==> config.mk <==
export PLATFORM = sky130hd
export DESIGN_NAME = uart_rx
export DESIGN_NICKNAME = d
export VERILOG_FILES = /design/src/rtl/uart_rx.sv
export SDC_FILE = /design/constraint.sdc
export NUM_CORES = 1
export LEC_CHECK = 0
export CAP_MARGIN = 20
export CORE_AREA = 2 2 94 96
export DETAILED_ROUTE_END_ITERATION = 8
export DIE_AREA = 0 0 96 98
export PLACE_DENSITY = 0.74
export SYNTH_ARGS = -nofsm -noshare
export SYNTH_HDL_FRONTEND = slang
export SYNTH_SLANG_ARGS = --single-unit
==> constraint.sdc <==
create_clock -name clk -period 6.05 [get_ports clk]
set_clock_uncertainty 0.1 [all_clocks]
set_input_delay 1.21 -clock clk [delete_from_list [all_inputs] [get_ports clk]]
set_output_delay 1.21 -clock clk [all_outputs]
set_load 0.05 [all_outputs]
==> src/rtl/uart_rx.sv <==
// uart_rx: 8N1 serial receiver with a small receive FIFO, read over the
// PicoRV32-style memory bus. Each bit is BAUD_DIVIDER+1 clk cycles long and is
// sampled at its centre, using the same bit timing as the console transmitter.
//
// Ports:
//   clk, resetn          single clock, synchronous active-low reset
//   enable               address-decode select
//   mem_valid/mem_ready  bus handshake; ready is a one-cycle pulse one cycle
//                        after the request is accepted
//   mem_instr, mem_wdata, mem_addr  unused
//   mem_wstrb            all zero = read; a read pops the FIFO
//   mem_rdata            {21'b0, frame_err, overrun, not_empty, data[7:0]}
//   serialIn             asynchronous serial line, idles high
module uart_rx #(
    parameter int BAUD_DIVIDER = 434,
    parameter int FIFO_DEPTH   = 4
) (
    input  logic        clk,
    input  logic        resetn,
    input  logic        enable,
    input  logic        mem_valid,
    output logic        mem_ready,
    input  logic        mem_instr,
    input  logic [3:0]  mem_wstrb,
    input  logic [31:0] mem_wdata,
    input  logic [31:0] mem_addr,
    output logic [31:0] mem_rdata,
    input  logic        serialIn
);
    localparam int AW = (FIFO_DEPTH > 1) ? $clog2(FIFO_DEPTH) : 1;
    localparam int CW = AW + 1;
    localparam int TW = (BAUD_DIVIDER > 0) ? $clog2(BAUD_DIVIDER + 1) : 1;
    localparam logic [TW-1:0] T_FULL = TW'(BAUD_DIVIDER);
    localparam logic [TW-1:0] T_HALF = TW'(BAUD_DIVIDER / 2);
    localparam logic [CW-1:0] C_FULL = CW'(FIFO_DEPTH);

    typedef enum logic [2:0] {S_IDLE, S_START, S_DATA, S_STOP, S_BREAK} state_t;

    state_t          state_q, state_d;
    logic [TW-1:0]   timer_q, timer_d;
    logic [3:0]      bitcnt_q, bitcnt_d;
    logic [7:0]      shift_q, shift_d;
    logic            sync1_q, rx_s_q;
    logic [7:0]      fifo_q [FIFO_DEPTH];
    logic [AW-1:0]   wptr_q, wptr_d, rptr_q, rptr_d;
    logic [CW-1:0]   count_q, count_d;
    logic            ovr_q, ovr_d, fe_q, fe_d;
    logic            ready_q, ready_d;
    logic [31:0]     rdata_q, rdata_d;

    logic            push, fe_set, acc, rd_acc, empty, full, pop, wr_en;

    // Ignored bus inputs; decode happens outside this block.
    logic unused_bus;
    assign unused_bus = ^{mem_instr, mem_wdata, mem_addr};

    assign empty  = (count_q == '0);
    assign full   = (count_q == C_FULL);
    assign acc    = mem_valid & enable & ~ready_q;
    assign rd_acc = acc & (mem_wstrb == 4'b0000);
    assign pop    = rd_acc & ~empty;
    // A push into a full FIFO only lands if a pop frees a slot in the same cycle.
    assign wr_en  = push & (~full | pop);

    always_comb begin
        state_d  = state_q;
        timer_d  = (state_q == S_IDLE) ? timer_q : timer_q + 1'b1;
        bitcnt_d = bitcnt_q;
        shift_d  = shift_q;
        push     = 1'b0;
        fe_set   = 1'b0;
        case (state_q)
            S_IDLE: if (!rx_s_q) begin
                timer_d = '0;
                state_d = S_START;
            end
            S_START: if (timer_q == T_HALF) begin
                if (!rx_s_q) begin
                    timer_d  = '0;
                    bitcnt_d = '0;
                    state_d  = S_DATA;
                end else begin
                    state_d = S_IDLE;
                end
            end
            S_DATA: if (timer_q == T_FULL) begin
                shift_d  = {rx_s_q, shift_q[7:1]};
                timer_d  = '0;
                bitcnt_d = bitcnt_q + 1'b1;
                if (bitcnt_q == 4'd7) state_d = S_STOP;
            end
            S_STOP: if (timer_q == T_FULL) begin
                if (rx_s_q) begin
                    push    = 1'b1;
                    state_d = S_IDLE;
                end else begin
                    fe_set  = 1'b1;
                    state_d = S_BREAK;
                end
            end
            S_BREAK: if (rx_s_q) state_d = S_IDLE;
            default: state_d = S_IDLE;
        endcase

        wptr_d  = wr_en ? wptr_q + 1'b1 : wptr_q;
        rptr_d  = pop ? rptr_q + 1'b1 : rptr_q;
        count_d = count_q;
        if (wr_en && !pop) count_d = count_q + 1'b1;
        else if (!wr_en && pop) count_d = count_q - 1'b1;

        // New events win over the read-side clear.
        ovr_d = (push & full & ~pop) ? 1'b1 : (rd_acc ? 1'b0 : ovr_q);
        fe_d  = fe_set ? 1'b1 : (rd_acc ? 1'b0 : fe_q);

        ready_d = acc;
        rdata_d = '0;
        if (rd_acc)
            rdata_d = {21'b0, fe_q, ovr_q, ~empty, empty ? 8'h00 : fifo_q[rptr_q]};
    end

    always_ff @(posedge clk) begin
        if (!resetn) begin
            state_q  <= S_IDLE;
            timer_q  <= '0;
            bitcnt_q <= '0;
            shift_q  <= '0;
            sync1_q  <= 1'b1;
            rx_s_q   <= 1'b1;
            wptr_q   <= '0;
            rptr_q   <= '0;
            count_q  <= '0;
            ovr_q    <= 1'b0;
            fe_q     <= 1'b0;
            ready_q  <= 1'b0;
            rdata_q  <= '0;
        end else begin
            state_q  <= state_d;
            timer_q  <= timer_d;
            bitcnt_q <= bitcnt_d;
            shift_q  <= shift_d;
            sync1_q  <= serialIn;
            rx_s_q   <= sync1_q;
            wptr_q   <= wptr_d;
            rptr_q   <= rptr_d;
            count_q  <= count_d;
            ovr_q    <= ovr_d;
            fe_q     <= fe_d;
            ready_q  <= ready_d;
            rdata_q  <= rdata_d;
        end
    end

    // Storage needs no reset: the head is masked to 0 while the FIFO is empty.
    always_ff @(posedge clk) begin
        if (resetn && wr_en) fifo_q[wptr_q] <= shift_q;
    end

    assign mem_ready = ready_q;
    assign mem_rdata = ready_q ? rdata_q : 32'h0;
endmodule

==> results_dict.tcl, run 1 <==
set metrics [dict create \
    status "finished clean" \
    timing.final.crit_share 0.6589 \
    synth_edf_count 32 \
    cp.required_ps 6210 \
    async_flop_share 0 \
    firstDrtPassIters 4 \
    worst_pin_slew_ps 888.6 \
    clk_pin_slew_ps 70 \
    power_mw 1.031 \
    arrival_ps 4140 \
    cts_buffers 9 \
    grt_first_pass_wirelength_mm 9.418 \
    drc_errors 0 \
    hold_slack_ps 316.0 \
    worst-path-buf-inv 2 \
    coreArea_um2 8466 \
    fin_area_um2 3918 \
    htreeDepth 3 \
    yosys_warnings 0 \
    r2r-start "timer_q[0]" \
    hpwl_mm 3.726 \
    post_cts_resize_count 0 \
    antenna-diode-count 0 \
    setup_violations 0 \
    period_minus_slack_ps 3986 \
    hold_buffers 0 \
    synth.cell_area_um2 3505 \
    max_cap_violations 0 \
    hp-class "register to register" \
    port_buffers 20 \
    crit_path_max_incr_delay_ps 590 \
    met2WireLength_mm 2.831 \
    grt_max_degree 27 \
    routed-wl-met3_um 214 \
    wire_per_inst_um 13.02 \
    multi_input_area_um2 1425 \
    cp_top_family "simple AND/OR/NAND/NOR gates" \
    ys_types 49 \
    postSynthCellCount 300 \
    rrSetupSlack_ps 2900 \
    fp.dieH_um 98 \
    seq_area_frac_synth 0.5427 \
    crit_slowest_cell "a311oi_2" \
    critPathKind "input pin to register" \
    relSlewSlack 0.4058 \
    reg2regPathDepth 11 \
    path_max_fanout 7 \
    antenna_found_initial 0 \
    synth_top_area_cell "edfxtp_1" \
    ir_drop_mv 0.1290 \
    ctsRootBufferMaster "clkbuf_8" \
    wl_mm 5.586 \
    routedLengthMet1_mm 2.482 \
    clock-sinks 79 \
    min_from "sync1_q" \
    die_area_um2 9408 \
    cts_setup_buffers 0 \
    critPathCaptureType "register" \
    synth_top_area_share 0.2742 \
    cts_tree "done" \
    fillers 783 \
    r2r_end "count_q[2]" \
    grt_util_all_layers 0.1298 \
    ios 107 \
    clockBufferDepth 2 \
    fmax_mhz 250.9 \
    rows 34 \
    die_w_um 96 \
    overflow 0 \
    preCtsSetupSlack_ps 1725 \
    holdPathEnd "rx_s_q" \
    fin_nets 400 \
    tns_ps 0 \
    synth_seq_cells 79 \
    top_layer "met4" \
    slew_violations 0 \
    grt_pass1_vias 1962 \
    vias 2114 \
    dpl-instance-area_um2 3696 \
    power.density_nw_per_um2 263.2 \
    gp_congestion 0.7856 \
    drt_iter0_drc 81 \
    ys.flop_type "dfxtp_1" \
    path_cells "clkdlybuf4s50_1 > nor4_2 > nand2_1 > a311oi_2 > ha_1 > inv_1 > fa_1 > xor2_1 > or3_1 > a21oi_1" \
    clk_latency_ps 340 \
    worst_slack_ps 2064 \
    layout-area-overhead-vs-synth_pct 11.78 \
    synth_area_leaders "edfxtp_1, dfxtp_1, mux4_2" \
    rsz0062_at_grt "no" \
    seq_area_um2 1902 \
    holdPathStages 1 \
    start_util 0.4140 \
    avgSynthCellArea_um2 11.68 \
    start_kind "input pin" \
    viasPerCell 4.928 \
    ant_nets 0 \
    p_leak_nw 1.438 \
    layout-drive-gt1-share 0.09657 \
    hold_viol 0 \
]
==> layout by cell type, fill, tap and decap left out, drive strengths merged, types with 3 or more instances in the layout <==
master / netlist / routed
clkbuf: 10 / 10
nand4: 7 / 7
conb: 1 / 21
and2: 13 / 13
xor2: 5 / 5
mux4: 8 / 8
and3: 6 / 6
nand2: 17 / 17
edfxtp: 32 / 32
o22ai: 3 / 3
mux2i: 11 / 11
nor3: 4 / 4
nor2: 30 / 30
nand2b: 5 / 5
nand3: 8 / 8
dfxtp: 47 / 47
or3: 5 / 5
a21oi: 3 / 3
inv: 8 / 9
clkinv: 1 / 3
ha: 9 / 9
clkdlybuf4s50: 0 / 20
nor2b: 10 / 10
xnor2: 7 / 7
==> area by class of cell <==
cell class / count / area share
inverter: 9 / 0.008623
clock buffer: 10 / 0.03258
clock inverter: 6 / 0.02395
sequential: 79 / 0.4855
tap: 108 / 0.03449
multi-input combinational: 197 / 0.3638
timing repair buffer: 20 / 0.05110
==> sequential cells by signal, indices dropped and copies added (netlist names) <==
name and cells:
fifo_q 32, shift_q 8, timer_q 9, rx_s_q 1, count_q 3, ovr_q 1, wptr_q 2, fe_q 1
rptr_q 2, state_q 3, mem_ready 1, sync1_q 1, rdata_q 11, bitcnt_q 4
==> worst max-delay path by stage <==
stage	startpoint	endpoint	cells after the start	slack (ps)
after floorplan	mem_wstrb[3]	count_q[2]	9	2460
after global placement	mem_wstrb[3]	count_q[2]	10	1790
after detailed placement	mem_wstrb[3]	count_q[2]	10	1730
after CTS	mem_wstrb[3]	count_q[2]	10	2100
after global routing	mem_wstrb[3]	count_q[2]	10	1830
final	mem_wstrb[3]	count_q[2]	10	2060
==> layer usage <==
| metal | track usage | vias up |
|---|---|---|
| met1 | 0.1567 | 1017 |
| met2 | 0.2131 | 39 |
| met3 | 0.04861 | 7 |
| li1 | - | 1051 |
| met4 | 0.04066 | 0 |
| met5 | 0 | - |
==> kinds of logic (layout without fill, tap and decap cells) <==
| kind of cell | Yosys count | after routing | share of synthesized area |
|---|---|---|---|
| buffers and inverters | 44 | 45 | 0.07212 |
| adders and majority gates | 10 | 10 | 0.03784 |
| other | 1 | 21 | 0.001070 |
| xor gates and xnor gates | 12 | 12 | 0.02999 |
| and+or+nand+nor | 112 | 112 | 0.1728 |
| DFF | 79 | 79 | 0.5427 |
| muxes | 20 | 20 | 0.08604 |
| AOI/OAI and AO/OA | 22 | 22 | 0.05748 |
==> through the flow <==
stage	cells	utilization
floorplan	320	-
global placement	413	0.4366
detailed placement	413	0.4366
CTS	429	0.4628
global route	429	0.4628
finish	429	0.4628
==> power by group <==
group | switching, mW | internal, mW
Sequential | 0.00389 | 0.551
Clock | 0.190 | 0.235
Combinational | 0.0408 | 0.0101
==> cells in the mapped netlist (all sizes together) (2+ instances only) <==
cell type,n
nand2b,5
mux2i,11
inv,8
nor2,30
nand4,7
o31ai,2
clkbuf,10
o22ai,3
a211oi,2
xnor2,7
or3,5
mux4,8
dfxtp,47
nand3,8
ha,9
nand2,17
nor2b,10
a21oi,3
xor2,5
and2,13
edfxtp,32
nor3,4
buf,25
and3,6
o21ai,2
No activity file was read; power rests on OpenSTA's default activity.
==> run 2: changes to the inputs <==
Settings changed: CORE_AREA 2 2 94 96 to 2 2 95 97, DIE_AREA 0 0 96 98 to 0 0 97 99, PLACE_DENSITY 0.74 to 0.75.
Clock period 6.05 ns to 3.3 ns, I/O delays scaled along.
==> run 2 against run 1 <==
  * Clock-buffer cell count down 1
  * Core utilization up 0.30 points
  * Largest cell class unchanged
  * Sequential share of layout area down 0.79 points
==> results_dict.tcl, run 2 (synthesis results as in run 1) <==
set metrics [dict create \
    status "finished clean" \
    cts_buffers 9 \
    max_cap_violations 0 \
    antenna_found_initial 0 \
    period_minus_slack_ps 3081 \
    crit_path_max_incr_delay_ps 410 \
    firstDrtPassIters 4 \
    fp.dieH_um 99 \
    largest_registers "fifo_q: 32 flops, rdata_q: 11 flops, timer_q: 9 flops" \
    relSlewSlack 0.5673 \
    grt_util_all_layers 0.1251 \
    hpwl_mm 3.935 \
    final_cell_mix "dfxtp_1, edfxtp_1, nor2_1, conb_1, clkdlybuf4s50_1" \
    post_cts_resize_count 0 \
    wire_per_inst_um 12.78 \
    critPathKind "input pin to register" \
    ant_nets 0 \
    overflow 0 \
    hp-class "register to register" \
    clock-sinks 79 \
    cts_setup_buffers 0 \
    die_area_um2 9603 \
    grt_max_degree 21 \
    power.density_nw_per_um2 461.8 \
    final_common_cell "dfxtp_1" \
    clk_latency_ps 350 \
    rrSetupSlack_ps 410 \
    layout-drive-gt1-share 0.1295 \
    regMostFlops "fifo_q" \
    htreeDepth 3 \
    power_frac_seq 0.553 \
    timing.final.crit_share 0.9337 \
    fmax_mhz 324.5 \
    cts_tree "done" \
    grt_first_pass_wirelength_mm 9.508 \
    tns_ps 0 \
    gp_congestion 0.7464 \
    dpl-instance-area_um2 3779 \
    arrival_ps 3270 \
    ir_drop_mv 0.2234 \
    fin_nets 411 \
    ios 107 \
    hold_buffers 0 \
    worst-path-buf-inv 2 \
    cp_top_family "simple AND/OR/NAND/NOR gates" \
    drc_errors 0 \
    clkPwrFrac 0.394 \
    internal-power_mw 1.390 \
    path_cells "clkdlybuf4s50_1 > nor4_2 > nand2_1 > a311oi_2 > ha_1 > inv_1 > fa_1 > xor2_1 > or3_1 > a21oi_1" \
    p_sw_mw 0.4495 \
    viasPerCell 4.948 \
    ctsRootBufferMaster "clkbuf_8" \
    crit_slowest_cell "clkdlybuf4s50_1" \
    cp.required_ps 3490 \
    p_comb_frac 0.053 \
    largest_reg_flops 32 \
    port_buffers 20 \
    hold_viol 0 \
    die_w_um 97 \
    layout-area-overhead-vs-synth_pct 13.64 \
    setup_violations 0 \
    fin_area_um2 3983 \
    rows 34 \
    p_leak_nw 1.485 \
    fillers 754 \
    start_util 0.4099 \
    critPathCaptureType "register" \
    clockBufferDepth 2 \
    clk_pin_slew_ps 80 \
    rsz0062_at_grt "no" \
    wl_mm 5.624 \
    path_max_fanout 2 \
    vias 2177 \
    slew_violations 0 \
    grt_pass1_vias 2100 \
    antenna-diode-count 0 \
    worst_pin_slew_ps 643.5 \
    start_kind "input pin" \
    coreArea_um2 8551 \
    p_sw_frac 0.2444 \
    drt_iter0_drc 137 \
]
[run 2: cell types whose count changed in the layout (fill, tap and decap cells not counted)]
cell        before  now
buf_4            0   11
clkinv_4         2    1
inv_6            1    3
clkbuf_1         1    0
bufinv_16        2    1
clkinvlp_4       1    2
[run 2: power groups by stage]
stage | sequential [mW] | combinational [mW] | clock [mW]
after global placement | 1.04 | 0.0959 | 0
after CTS | 1.02 | 0.0975 | 0.746
after detailed placement | 1.04 | 0.0971 | 0
final | 1.02 | 0.0973 | 0.725
after global routing | 1.02 | 0.103 | 0.787
after floorplan | 1.04 | 0.0990 | 0
[run 2: path summary, 6_finish.rpt]
kind | from | endpoint | depth (start not counted)
max | mem_wstrb[3] | count_q[2] | 10
min | sync1_q | rx_s_q | 1
max reg2reg | timer_q[1] | count_q[2] | 10
min reg2reg | sync1_q | rx_s_q | 1
[run 2: cell type report]
cell class / count / area, um2 / share of cell area
inverters: 9 / 33.78 / 0.008483
well taps: 108 / 135.1 / 0.03393
multi-input cells: 197 / 1425 / 0.3578
clock inverters: 7 / 80.08 / 0.02011
clock buffers: 9 / 123.9 / 0.03110
flip-flops and latches: 79 / 1902 / 0.4775
repair buffers: 31 / 282.8 / 0.07100
[run 2: per-layer routing]
metal / track usage / vias to the layer above / part of all wire
li1: - / 1070 / -
met3: 0.02553 / 10 / 0.042
met5: 0 / - / 0
met1: 0.1403 / 1043 / 0.43
met4: 0.08126 / 0 / 0.021
met2: 0.2169 / 54 / 0.51
[run 2: metrics by stage]
step / hold slack, ps / cells / util / setup slack, ps / power (mW)
final: 322.0 / 440 / 0.4658 / 218.8 / 1.839
after global routing: 361.8 / 440 / 0.4658 / 58.11 / 1.908
after CTS: 327.2 / 440 / 0.4658 / 189.8 / 1.860
after detailed placement: 306.9 / 424 / 0.4419 / -130.1 / 1.137
after global placement: 293.2 / 424 / 0.4419 / -80.69 / 1.135
after floorplan: 286.3 / 320 / - / 260.9 / 1.136
